===== src/rtl/stop_watch_lap_ctrl_if.sv =====
// Button/mode inputs and display/status outputs of the stopwatch lap controller.
// The controller side uses the slave modport; the driver of the buttons uses master.
interface stop_watch_lap_ctrl_if #(
  parameter int LAP_IDX_W = 4
);
  logic                 iStop_Watch;
  logic                 iBtn_L;
  logic                 iBtn_R;
  logic                 iBtn_U;
  logic                 oRun_Stop;
  logic                 oClear;
  logic                 oLap_View;
  logic [6:0]           oCsec;
  logic [5:0]           oSec;
  logic [5:0]           oMin;
  logic [LAP_IDX_W-1:0] oLap_Idx;
  logic [LAP_IDX_W-1:0] oLap_Cnt;
  logic                 oLap_Full;
  logic                 oWrap;

  modport slave (
    input  iStop_Watch, iBtn_L, iBtn_R, iBtn_U,
    output oRun_Stop, oClear, oLap_View, oCsec, oSec, oMin,
    output oLap_Idx, oLap_Cnt, oLap_Full, oWrap
  );

  modport master (
    output iStop_Watch, iBtn_L, iBtn_R, iBtn_U,
    input  oRun_Stop, oClear, oLap_View, oCsec, oSec, oMin,
    input  oLap_Idx, oLap_Cnt, oLap_Full, oWrap
  );
endinterface


===== src/rtl/stop_watch_lap_ctrl.sv =====
// Stopwatch controller: own 1/100 s time base, lap capture buffer, lap recall
// browsing and rollover pulse, with a registered display mux.
module stop_watch_lap_ctrl #(
  parameter int TICK_DIV  = 1_000_000,
  parameter int LAP_DEPTH = 4,
  parameter int LAP_IDX_W = 4
) (
  input  logic                        iClk,
  input  logic                        iRst,
  stop_watch_lap_ctrl_if.slave        bus
);

  localparam logic [1:0] ST_STOP  = 2'd0;
  localparam logic [1:0] ST_RUN   = 2'd1;
  localparam logic [1:0] ST_CLEAR = 2'd2;
  localparam logic [1:0] ST_VIEW  = 2'd3;

  localparam int                   PW        = (TICK_DIV > 2) ? $clog2(TICK_DIV) : 1;
  localparam logic [PW-1:0]        PRESC_MAX = PW'(TICK_DIV - 1);
  localparam logic [LAP_IDX_W-1:0] DEPTH_C   = LAP_IDX_W'(LAP_DEPTH);
  localparam logic [LAP_IDX_W-1:0] IDX_ONE   = LAP_IDX_W'(1);

  typedef struct packed {
    logic [5:0] min;
    logic [5:0] sec;
    logic [6:0] csec;
  } stamp_t;

  logic [1:0]           state_q, state_d;
  logic [PW-1:0]        presc_q, presc_d;
  stamp_t               live_q, live_d;
  stamp_t               disp_q, disp_d;
  logic [LAP_IDX_W-1:0] lap_cnt_q, lap_cnt_d;
  logic [LAP_IDX_W-1:0] lap_idx_q, lap_idx_d;
  logic                 wrap_q, wrap_d;
  logic                 lap_wr;
  logic                 lap_full;
  logic                 tick;
  logic                 btn_l, btn_r, btn_u;
  stamp_t               rd_lap;
  stamp_t               lap_mem [LAP_DEPTH];

  assign btn_l    = bus.iBtn_L & bus.iStop_Watch;
  assign btn_r    = bus.iBtn_R & bus.iStop_Watch;
  assign btn_u    = bus.iBtn_U & bus.iStop_Watch;
  assign lap_full = (lap_cnt_q == DEPTH_C);
  assign tick     = (state_q == ST_RUN) && (presc_q == PRESC_MAX);

  // NOTE: every variable gets a default at the top of always_comb so no path leaves it unassigned (no latch).
  always_comb begin
    state_d   = state_q;
    lap_cnt_d = lap_cnt_q;
    lap_idx_d = lap_idx_q;
    lap_wr    = 1'b0;
    case (state_q)
      ST_STOP: begin
        if (btn_l)                              state_d = ST_CLEAR;
        else if (btn_r)                         state_d = ST_RUN;
        else if (btn_u && lap_cnt_q != '0) begin
          state_d   = ST_VIEW;
          lap_idx_d = '0;
        end
      end
      ST_RUN: begin
        if (btn_r)                       state_d = ST_STOP;
        else if (btn_l && !lap_full) begin
          lap_wr    = 1'b1;
          lap_cnt_d = lap_cnt_q + IDX_ONE;
        end
      end
      ST_CLEAR: begin
        state_d   = ST_STOP;
        lap_cnt_d = '0;
        lap_idx_d = '0;
      end
      default: begin
        if (btn_l || btn_r) begin
          state_d   = ST_STOP;
          lap_idx_d = '0;
        end else if (btn_u) begin
          lap_idx_d = (lap_idx_q == lap_cnt_q - IDX_ONE) ? '0 : lap_idx_q + IDX_ONE;
        end
      end
    endcase
  end

  // Time base: prescaler advances only in RUN; a tick ripples csec -> sec -> min.
  always_comb begin
    live_d  = live_q;
    presc_d = presc_q;
    wrap_d  = 1'b0;
    if (state_q == ST_CLEAR) begin
      live_d  = '0;
      presc_d = '0;
    end else if (state_q == ST_RUN) begin
      presc_d = tick ? '0 : presc_q + PW'(1);
      if (tick) begin
        if (live_q.csec != 7'd99) begin
          live_d.csec = live_q.csec + 7'd1;
        end else begin
          live_d.csec = '0;
          if (live_q.sec != 6'd59) begin
            live_d.sec = live_q.sec + 6'd1;
          end else begin
            live_d.sec = '0;
            if (live_q.min != 6'd59) begin
              live_d.min = live_q.min + 6'd1;
            end else begin
              live_d.min = '0;
              wrap_d     = 1'b1;
            end
          end
        end
      end
    end
  end

  // Display is chosen from next-state values so it changes on the same edge as the state.
  always_comb begin
    rd_lap = '0;
    for (int i = 0; i < LAP_DEPTH; i++) begin
      if (lap_idx_d == LAP_IDX_W'(i)) rd_lap = lap_mem[i];
    end
    disp_d = (state_d == ST_VIEW) ? rd_lap : live_d;
  end

  // NOTE: lap registers have no reset; entries at or beyond the lap count are never shown.
  always_ff @(posedge iClk) begin
    for (int i = 0; i < LAP_DEPTH; i++) begin
      if (lap_wr && lap_cnt_q == LAP_IDX_W'(i)) lap_mem[i] <= live_q;
    end
  end

  // NOTE: sequential state uses non-blocking assignments so all registers update from pre-edge values.
  always_ff @(posedge iClk) begin
    if (iRst) begin
      state_q   <= ST_STOP;
      presc_q   <= '0;
      live_q    <= '0;
      disp_q    <= '0;
      lap_cnt_q <= '0;
      lap_idx_q <= '0;
      wrap_q    <= 1'b0;
    end else begin
      state_q   <= state_d;
      presc_q   <= presc_d;
      live_q    <= live_d;
      disp_q    <= disp_d;
      lap_cnt_q <= lap_cnt_d;
      lap_idx_q <= lap_idx_d;
      wrap_q    <= wrap_d;
    end
  end

  assign bus.oRun_Stop = (state_q == ST_RUN);
  assign bus.oClear    = (state_q == ST_CLEAR);
  assign bus.oLap_View = (state_q == ST_VIEW);
  assign bus.oCsec     = disp_q.csec;
  assign bus.oSec      = disp_q.sec;
  assign bus.oMin      = disp_q.min;
  assign bus.oLap_Idx  = lap_idx_q;
  assign bus.oLap_Cnt  = lap_cnt_q;
  assign bus.oLap_Full = lap_full;
  assign bus.oWrap     = wrap_q;

endmodule


===== src/flat_wrapper.sv =====
// flat-port wrapper written by rule: the top's interface ports become plain ports
module stop_watch_lap_ctrl_flat 
#(
  parameter int TICK_DIV  = 1_000_000,
  parameter int LAP_DEPTH = 4,
  parameter int LAP_IDX_W = 4
)
  (iClk, iRst, bus_iStop_Watch, bus_iBtn_L, bus_iBtn_R, bus_iBtn_U, bus_oRun_Stop, bus_oClear, bus_oLap_View, bus_oCsec, bus_oSec, bus_oMin, bus_oLap_Idx, bus_oLap_Cnt, bus_oLap_Full, bus_oWrap);
  stop_watch_lap_ctrl_if #(.LAP_IDX_W(LAP_IDX_W)) bus_i ();
  input  logic iClk;
  input  logic iRst;
  input wire logic [$bits(bus_i.iStop_Watch)-1:0] bus_iStop_Watch;
  input wire logic [$bits(bus_i.iBtn_L)-1:0] bus_iBtn_L;
  input wire logic [$bits(bus_i.iBtn_R)-1:0] bus_iBtn_R;
  input wire logic [$bits(bus_i.iBtn_U)-1:0] bus_iBtn_U;
  output wire logic [$bits(bus_i.oRun_Stop)-1:0] bus_oRun_Stop;
  output wire logic [$bits(bus_i.oClear)-1:0] bus_oClear;
  output wire logic [$bits(bus_i.oLap_View)-1:0] bus_oLap_View;
  output wire logic [$bits(bus_i.oCsec)-1:0] bus_oCsec;
  output wire logic [$bits(bus_i.oSec)-1:0] bus_oSec;
  output wire logic [$bits(bus_i.oMin)-1:0] bus_oMin;
  output wire logic [$bits(bus_i.oLap_Idx)-1:0] bus_oLap_Idx;
  output wire logic [$bits(bus_i.oLap_Cnt)-1:0] bus_oLap_Cnt;
  output wire logic [$bits(bus_i.oLap_Full)-1:0] bus_oLap_Full;
  output wire logic [$bits(bus_i.oWrap)-1:0] bus_oWrap;
  assign bus_i.iStop_Watch = bus_iStop_Watch;
  assign bus_i.iBtn_L = bus_iBtn_L;
  assign bus_i.iBtn_R = bus_iBtn_R;
  assign bus_i.iBtn_U = bus_iBtn_U;
  assign bus_oRun_Stop = bus_i.oRun_Stop;
  assign bus_oClear = bus_i.oClear;
  assign bus_oLap_View = bus_i.oLap_View;
  assign bus_oCsec = bus_i.oCsec;
  assign bus_oSec = bus_i.oSec;
  assign bus_oMin = bus_i.oMin;
  assign bus_oLap_Idx = bus_i.oLap_Idx;
  assign bus_oLap_Cnt = bus_i.oLap_Cnt;
  assign bus_oLap_Full = bus_i.oLap_Full;
  assign bus_oWrap = bus_i.oWrap;
  stop_watch_lap_ctrl #(.TICK_DIV(TICK_DIV), .LAP_DEPTH(LAP_DEPTH), .LAP_IDX_W(LAP_IDX_W)) u_core (.iClk(iClk), .iRst(iRst), .bus(bus_i));
endmodule

===== config.mk =====
export PLATFORM = sky130hd
export DESIGN_NAME = stop_watch_lap_ctrl_flat
export DESIGN_NICKNAME = d
export VERILOG_FILES = /design/src/rtl/stop_watch_lap_ctrl_if.sv /design/src/rtl/stop_watch_lap_ctrl.sv /design/src/flat_wrapper.sv
export SDC_FILE = /design/constraint.sdc
export NUM_CORES = 1
export LEC_CHECK = 0
export CORE_MARGIN = 5
export CORE_UTILIZATION = 52
export CTS_CLUSTER_SIZE = 30
export DETAILED_ROUTE_END_ITERATION = 7
export PLACE_DENSITY = 0.69
export SLEW_MARGIN = 30
export SYNTH_ARGS = -nofsm -noshare
export SYNTH_HDL_FRONTEND = slang
export SYNTH_SLANG_ARGS = --single-unit

===== constraint.sdc =====
create_clock -name iClk -period 3 [get_ports iClk]
set_input_delay 0.3 -clock iClk [delete_from_list [all_inputs] [get_ports iClk]]
set_output_delay 0.3 -clock iClk [all_outputs]
set_load 0.02 [all_outputs]

After elaboration in Yosys (flattened, before gate mapping)
Memories as Yosys holds them, arrays and structs flattened. Index checks and enable logic that the tools add are counted.

Output and inout port bits: 32. Bits in read-only memories: 0. Bits in latches: 0. Input port bits: 6. Memories kept: 1. Logic and storage cells: 113. RAM bits: 76. Register bits after elaboration: 69.

Bitwise gates (word level): 5. Eq/ne operators: 18. Mux-type cells: 51. Order comparisons: 0. Multiply operators: 0. Add/sub/neg operators: 7. Divide/modulo/power cells: 0. Shift operators: 0. Reduce and logical (&&, ||, !) cells: 20.

Memories: u_core.lap_mem (depth 4, width 19, read ports 4, clocked after Yosys merged registers in 0, wr ports 1, RTL line stop_watch_lap_ctrl.sv:41) `stamp_t lap_mem [LAP_DEPTH];`.

Operators by type and width (number): $mux 19 (11); $reduce_or 19->1 (3); $mux 4 (8); $add 20x1->20 const B (1); $eq 20x20->1 const B (1); $mux 20 (1); $mux 6 (3); $eq 4x2->1 const B (4); $mux 2 (8); $mux 1 (15); $add 6x1->6 const B (2); $mux 12 (1); $ne 6x6->1 const B (2); $pmux 4 s3 (1); $add 4x1->4 const B (2); $eq 4x1->1 const B (2); $logic_not 4->1 (2); $pmux 4 s2 (1); $add 7x1->7 const B (1); $logic_and 1x1->1 (7); $mux 7 (1); $ne 7x7->1 const B (1); $eq 2x2->1 const B (3); $pmux 2 s3 (1); other kinds (16) (19).

Logic depth before layout (Yosys ltp)
Depth in word-level cells: 13. Depth in mapped cells: 10. Gate-level depth less buffers: 9.

Worst setup path before layout
No wires, ideal clock.

Path type: register -> register. From: reg u_core.lap_cnt_q[0], in the netlist u_core.bus.oLap_Cnt[0]. To: reg u_core.disp_q, in the netlist u_core.bus.oCsec[1]. Required time: 2877 ps. Arrival: 2664 ps. Path slack: 212 ps. Cell stages (with the launch flop): 11. Period minus slack after synthesis: 2788 ps. Library setup time: 123 ps. Buffers on the path: 1. Cell sequence: dfxtp_1 > inv_1 > ha_1 > xor2_1 > xnor2_1 > a31o_2 > o21ai_4 > buf_6 > mux2_2 > a221oi_1 > o2bb2ai_1.

Word-level cells in the longest chain between the ends: 12. Elaborated cells between the ends (all ways): 25. Classes of those cells: 1 x add/sub; 5 x eq/ne; 16 x mux; 3 x reduce/logical.

Ends and longest elaborated chain: start, declared (RTL line stop_watch_lap_ctrl.sv:33) `logic [LAP_IDX_W-1:0] lap_cnt_q, lap_cnt_d;`; start signal, assigned (RTL line stop_watch_lap_ctrl.sv:149) `lap_cnt_q <= lap_cnt_d;`; $sub 4x1->4 or $reduce_bool 4->1 (tied branches) (RTL line stop_watch_lap_ctrl.sv:81, stop_watch_lap_ctrl.sv:59); $eq 4x4->1 or $logic_and 1x1->1 (tied branches) (RTL line stop_watch_lap_ctrl.sv:81, stop_watch_lap_ctrl.sv:59); $mux 4 (on tied branches) (RTL line stop_watch_lap_ctrl.sv:81, stop_watch_lap_ctrl.sv:59); $mux 4 (on tied branches) (RTL line stop_watch_lap_ctrl.sv:80, stop_watch_lap_ctrl.sv:58); $mux 4 (on tied branches) (RTL line stop_watch_lap_ctrl.sv:77, stop_watch_lap_ctrl.sv:57); $pmux 4 s3 (RTL line stop_watch_lap_ctrl.sv:55) `case (state_q)`; $logic_not 4->1 (RTL line stop_watch_lap_ctrl.sv:122) `if (lap_idx_d == LAP_IDX_W'(i)) rd_lap = lap_mem[i];`; $mux 19 (4 in series) (RTL line stop_watch_lap_ctrl.sv:122); $mux 19 * (RTL line stop_watch_lap_ctrl.sv:124) `disp_d = (state_d == ST_VIEW) ? rd_lap : live_d;`; end signal, assigned (RTL line stop_watch_lap_ctrl.sv:148) `disp_q <= disp_d;`; end, declared (RTL line stop_watch_lap_ctrl.sv:32) `stamp_t disp_q, disp_d;`.

Mark *: on every way between the ends. The rest lies on a longest branch, timed or not. A chain may end at the register's enable or synchronous reset.

Worst setup path after layout
From: reg u_core.lap_cnt_q[0], in the netlist u_core.bus.oLap_Cnt[0]. To: reg u_core.disp_q, in the netlist u_core.bus.oMin[2].

The elaborated chain is that of the path after synthesis.

==> results.toml <==
[outcome]
status = "complete, no violations"

[sta]
clock-skew-final_ps = 8.856
report.final.slew_viol_count = 0
timing.fmax_mhz = 351.7
min_period_ps = 2843
worst_pin_slew_ps = 773.9
setup_viol = 0
min_period_over_period = 0.9477
hold_viol_final = 0
slew_headroom = 0.4786
finalSetupTns_ps = 0
worst_slack_ps = 157.0
whs_ps = 504.4

[min_path]
hp-class = "reg2reg"

[cells_and_area]
diodes = 0
layout-drive-gt1-share = 0.1514
fin_cells = 802
syn2layout_area_growth_pct = 21.02
utilization = 0.6425
fin_nets = 640
num-fill-cells = 947
finalInstanceArea_mm2 = 0.007750

[logic_synthesis]
synth_flop_cell = "edfxtp_1"
synthAdderAreaFrac = 0.02540
ys_ff_latch = 145
syn_nets = 577
yosysSeqAreaShare = 0.5721
synth-xor-area-share = 0.04885
synth_cell_type_count = 70
yosysWarnings = 0
muxShareOfSynthArea = 0.03751
synth_cells = 558
synth_area_mm2 = 0.006404
synth_edf_count = 76
async_flop_share = 0
avgSynthCellArea_um2 = 11.48
synth_top_family_by_area = "simple AND/OR/NAND/NOR gates"
synth_compound_area_frac = 0.1274
yosys.area_share.simple = 0.1633

[power]
report.power.total_mw = 4.384
p_per_area_mw_per_mm2 = 565.7
ir_worst_vdd_v = 0.0003787
p_leak_nw = 2.675

[place]
place_ws_ps = -79.18
io_buffer_count = 37
dpl.cell_count = 770
gp_congestion = 0.8828
placed_cell_area_mm2 = 0.007131
dp_hpwl_um = 10130

[floorplan]
start_util = 0.5309
pin_count = 38
dieWidth_um = 121.0
rows = 40
die_area_mm2 = 0.01463
dieHeight_um = 121.0
placeableCoreArea_mm2 = 0.01206

[setup_path]
arrival_ps = 3140
path_class = "reg2reg"
start_kind = "flop"
crit_chain = "inv_1 -> ha_2 -> or3b_1 -> a311oi_2 -> nor2_1 -> o21ai_4 -> buf_4 -> mux2_2 -> a221oi_1 -> o31ai_1"
end_kind = "flop"
crit_required_ps = 3300
cpMaxStageDelayCell = "or3b_1"
cp_max_fo = 6
critPathMaxStageDelay_ps = 450

[global_route]
met3_usage = 0.05315
grt-busiest-layer = "met2"
use_met2 = 0.3449
grt_max_degree = 20
antenna_found_initial = 0
grt_usage = 0.2104
grt_pass1_vias = 4467
grt_first_pass_wirelength_um = 23610
grt-ovfl-total = 0
grt_util_met1 = 0.2671

[route]
dr_total_vias = 4697
dr.pass1.iters = 5
drc_errors = 0
drt-vias-per-instance = 5.857
final_antenna_net_count = 0
routed_wl_um = 14850
drt_iter0_markers = 396
wl_per_cell_um = 18.51

[clocking]
cts-root-buf = "clkbuf_16"
cts_buffers = 17
clockBufferDepth = 2
path_clk_slew_ps = 60
cts_tree = "yes"
postCtsSetupBuffers = 0
holdBufCountCts = 0
clk_latency_ps = 420
htreeDepth = 4
cts.sinks = 145

[job]
cap_viol_max_count = 0
## cells in the mapped netlist, types with 9 or more instances
master / number / share of area
edfxtp_1: 76 / 0.36
dfxtp_1: 69 / 0.22
nor2_1: 51 / 0.030
nand2_1: 43 / 0.025
xor2_1: 19 / 0.026
o21ai_0: 18 / 0.014
a21oi_1: 17 / 0.013
mux2_2: 16 / 0.028
nor3_1: 16 / 0.013
and2_1: 14 / 0.014
nand4_1: 14 / 0.014
xnor2_1: 14 / 0.019
ha_1: 13 / 0.025
nand3_1: 13 / 0.010
a221oi_1: 12 / 0.016
inv_1: 11 / 0.0064
o211ai_1: 11 / 0.013
clkbuf_1: 10 / 0.0059
and3_1: 9 / 0.0088
## cell families after synthesis
family | count (synthesis)
and+or+nand+nor | 202
DFF | 145
AOI/OAI and AO/OA | 110
xor gates and xnor gates | 34
buffers and inverters | 32
muxes | 22
adders and majority gates | 13
## layout by cell type, fill, tap and decap left out, types with 3 or more instances in the layout
cell type        count
a31o_2               3
xor2_1              19
a32o_1               3
xnor2_1             14
nand4_1             14
nand3_1             13
o211ai_1            11
o31ai_1              7
nor2_1              51
a221oi_1            11
a22oi_1              4
mux2_2              16
buf_12               4
nand2_1             43
dfxtp_1             69
nor4_1               3
and4_1               3
a21oi_1             17
edfxtp_1            76
o2bb2ai_1            7
clkbuf_8             4
nor4b_1              3
a2bb2oi_1            3
or3_1                7
and2_1              14
nor2b_1              4
clkbuf_16           17
nor3_1              16
or2_2                3
clkdlybuf4s50_1     37
inv_1               11
mux2i_1              6
ha_1                12
clkinv_2             4
o21ai_0             18
and3_1               9
buf_4               24
## timing repair
item / in CTS / in global routing
gates resized for setup: 1 / 4
setup endpoints to repair: 6 / 16
endpoints found under the hold margin: 0 / 0
gates cloned: 0 / 0
pin swaps: 0 / 1
## worst paths after layout
check                            end  slack (ps)  cells past startpoint                   start
setup / recovery  u_core.bus.oMin[2]         160                     10  u_core.bus.oLap_Cnt[0]
hold / removal    u_core.presc_q[19]         500                      2      u_core.presc_q[19]
setup reg to reg  u_core.bus.oMin[2]         160                     10  u_core.bus.oLap_Cnt[0]
hold reg to reg   u_core.presc_q[19]         500                      2      u_core.presc_q[19]
## worst max-delay path, delay by kind of cell (launching register included)
kind	cells	cell delay [ps]
AO/OA/AOI/OAI	4	850
multiplexers	1	360
AND/OR/NAND/NOR	2	600
buffers and inverters	2	330
flip-flops	1	310
adder cells (fa/ha/maj)	1	260
## report_power, final
group          leakage, nW  total (mW)  internal [mW]  switching, mW
clock                0.290        2.09           1.30          0.784
sequential            1.26        2.09           2.08        0.00633
combinational         1.12       0.210         0.0808          0.129
## sequential cells by signal, indices dropped and copies added (netlist names)
name                 count
u_core.bus.oCsec         7
u_core.bus.oLap_Cnt      4
u_core.bus.oLap_Idx      4
u_core.bus.oMin          6
u_core.bus.oSec          6
u_core.bus.oWrap         1
u_core.lap_mem          76
u_core.live_q           19
u_core.presc_q          20
u_core.state_q           2
## cell type report
| type | count | area, um^2 | area share |
|---|---|---|---|
| flip-flops and latches | 145 | 3664 | 0.4727 |
| multi-input cells | 381 | 2613 | 0.3371 |
| repair buffers | 65 | 630.6 | 0.08137 |
| clock buffers | 22 | 484.2 | 0.06248 |
| well taps | 168 | 210.2 | 0.02712 |
| clock inverters | 10 | 107.6 | 0.01388 |
| inverters | 11 | 41.29 | 0.005328 |
## metal layers
metal,wire [um],share of wire,vias to the layer above
met5,0,0,-
met4,330,0.022,0
met3,843,0.057,26
met2,7155,0.48,156
met1,6518,0.44,2283
li1,-,-,2232
(Power assumes the default switching activity.)
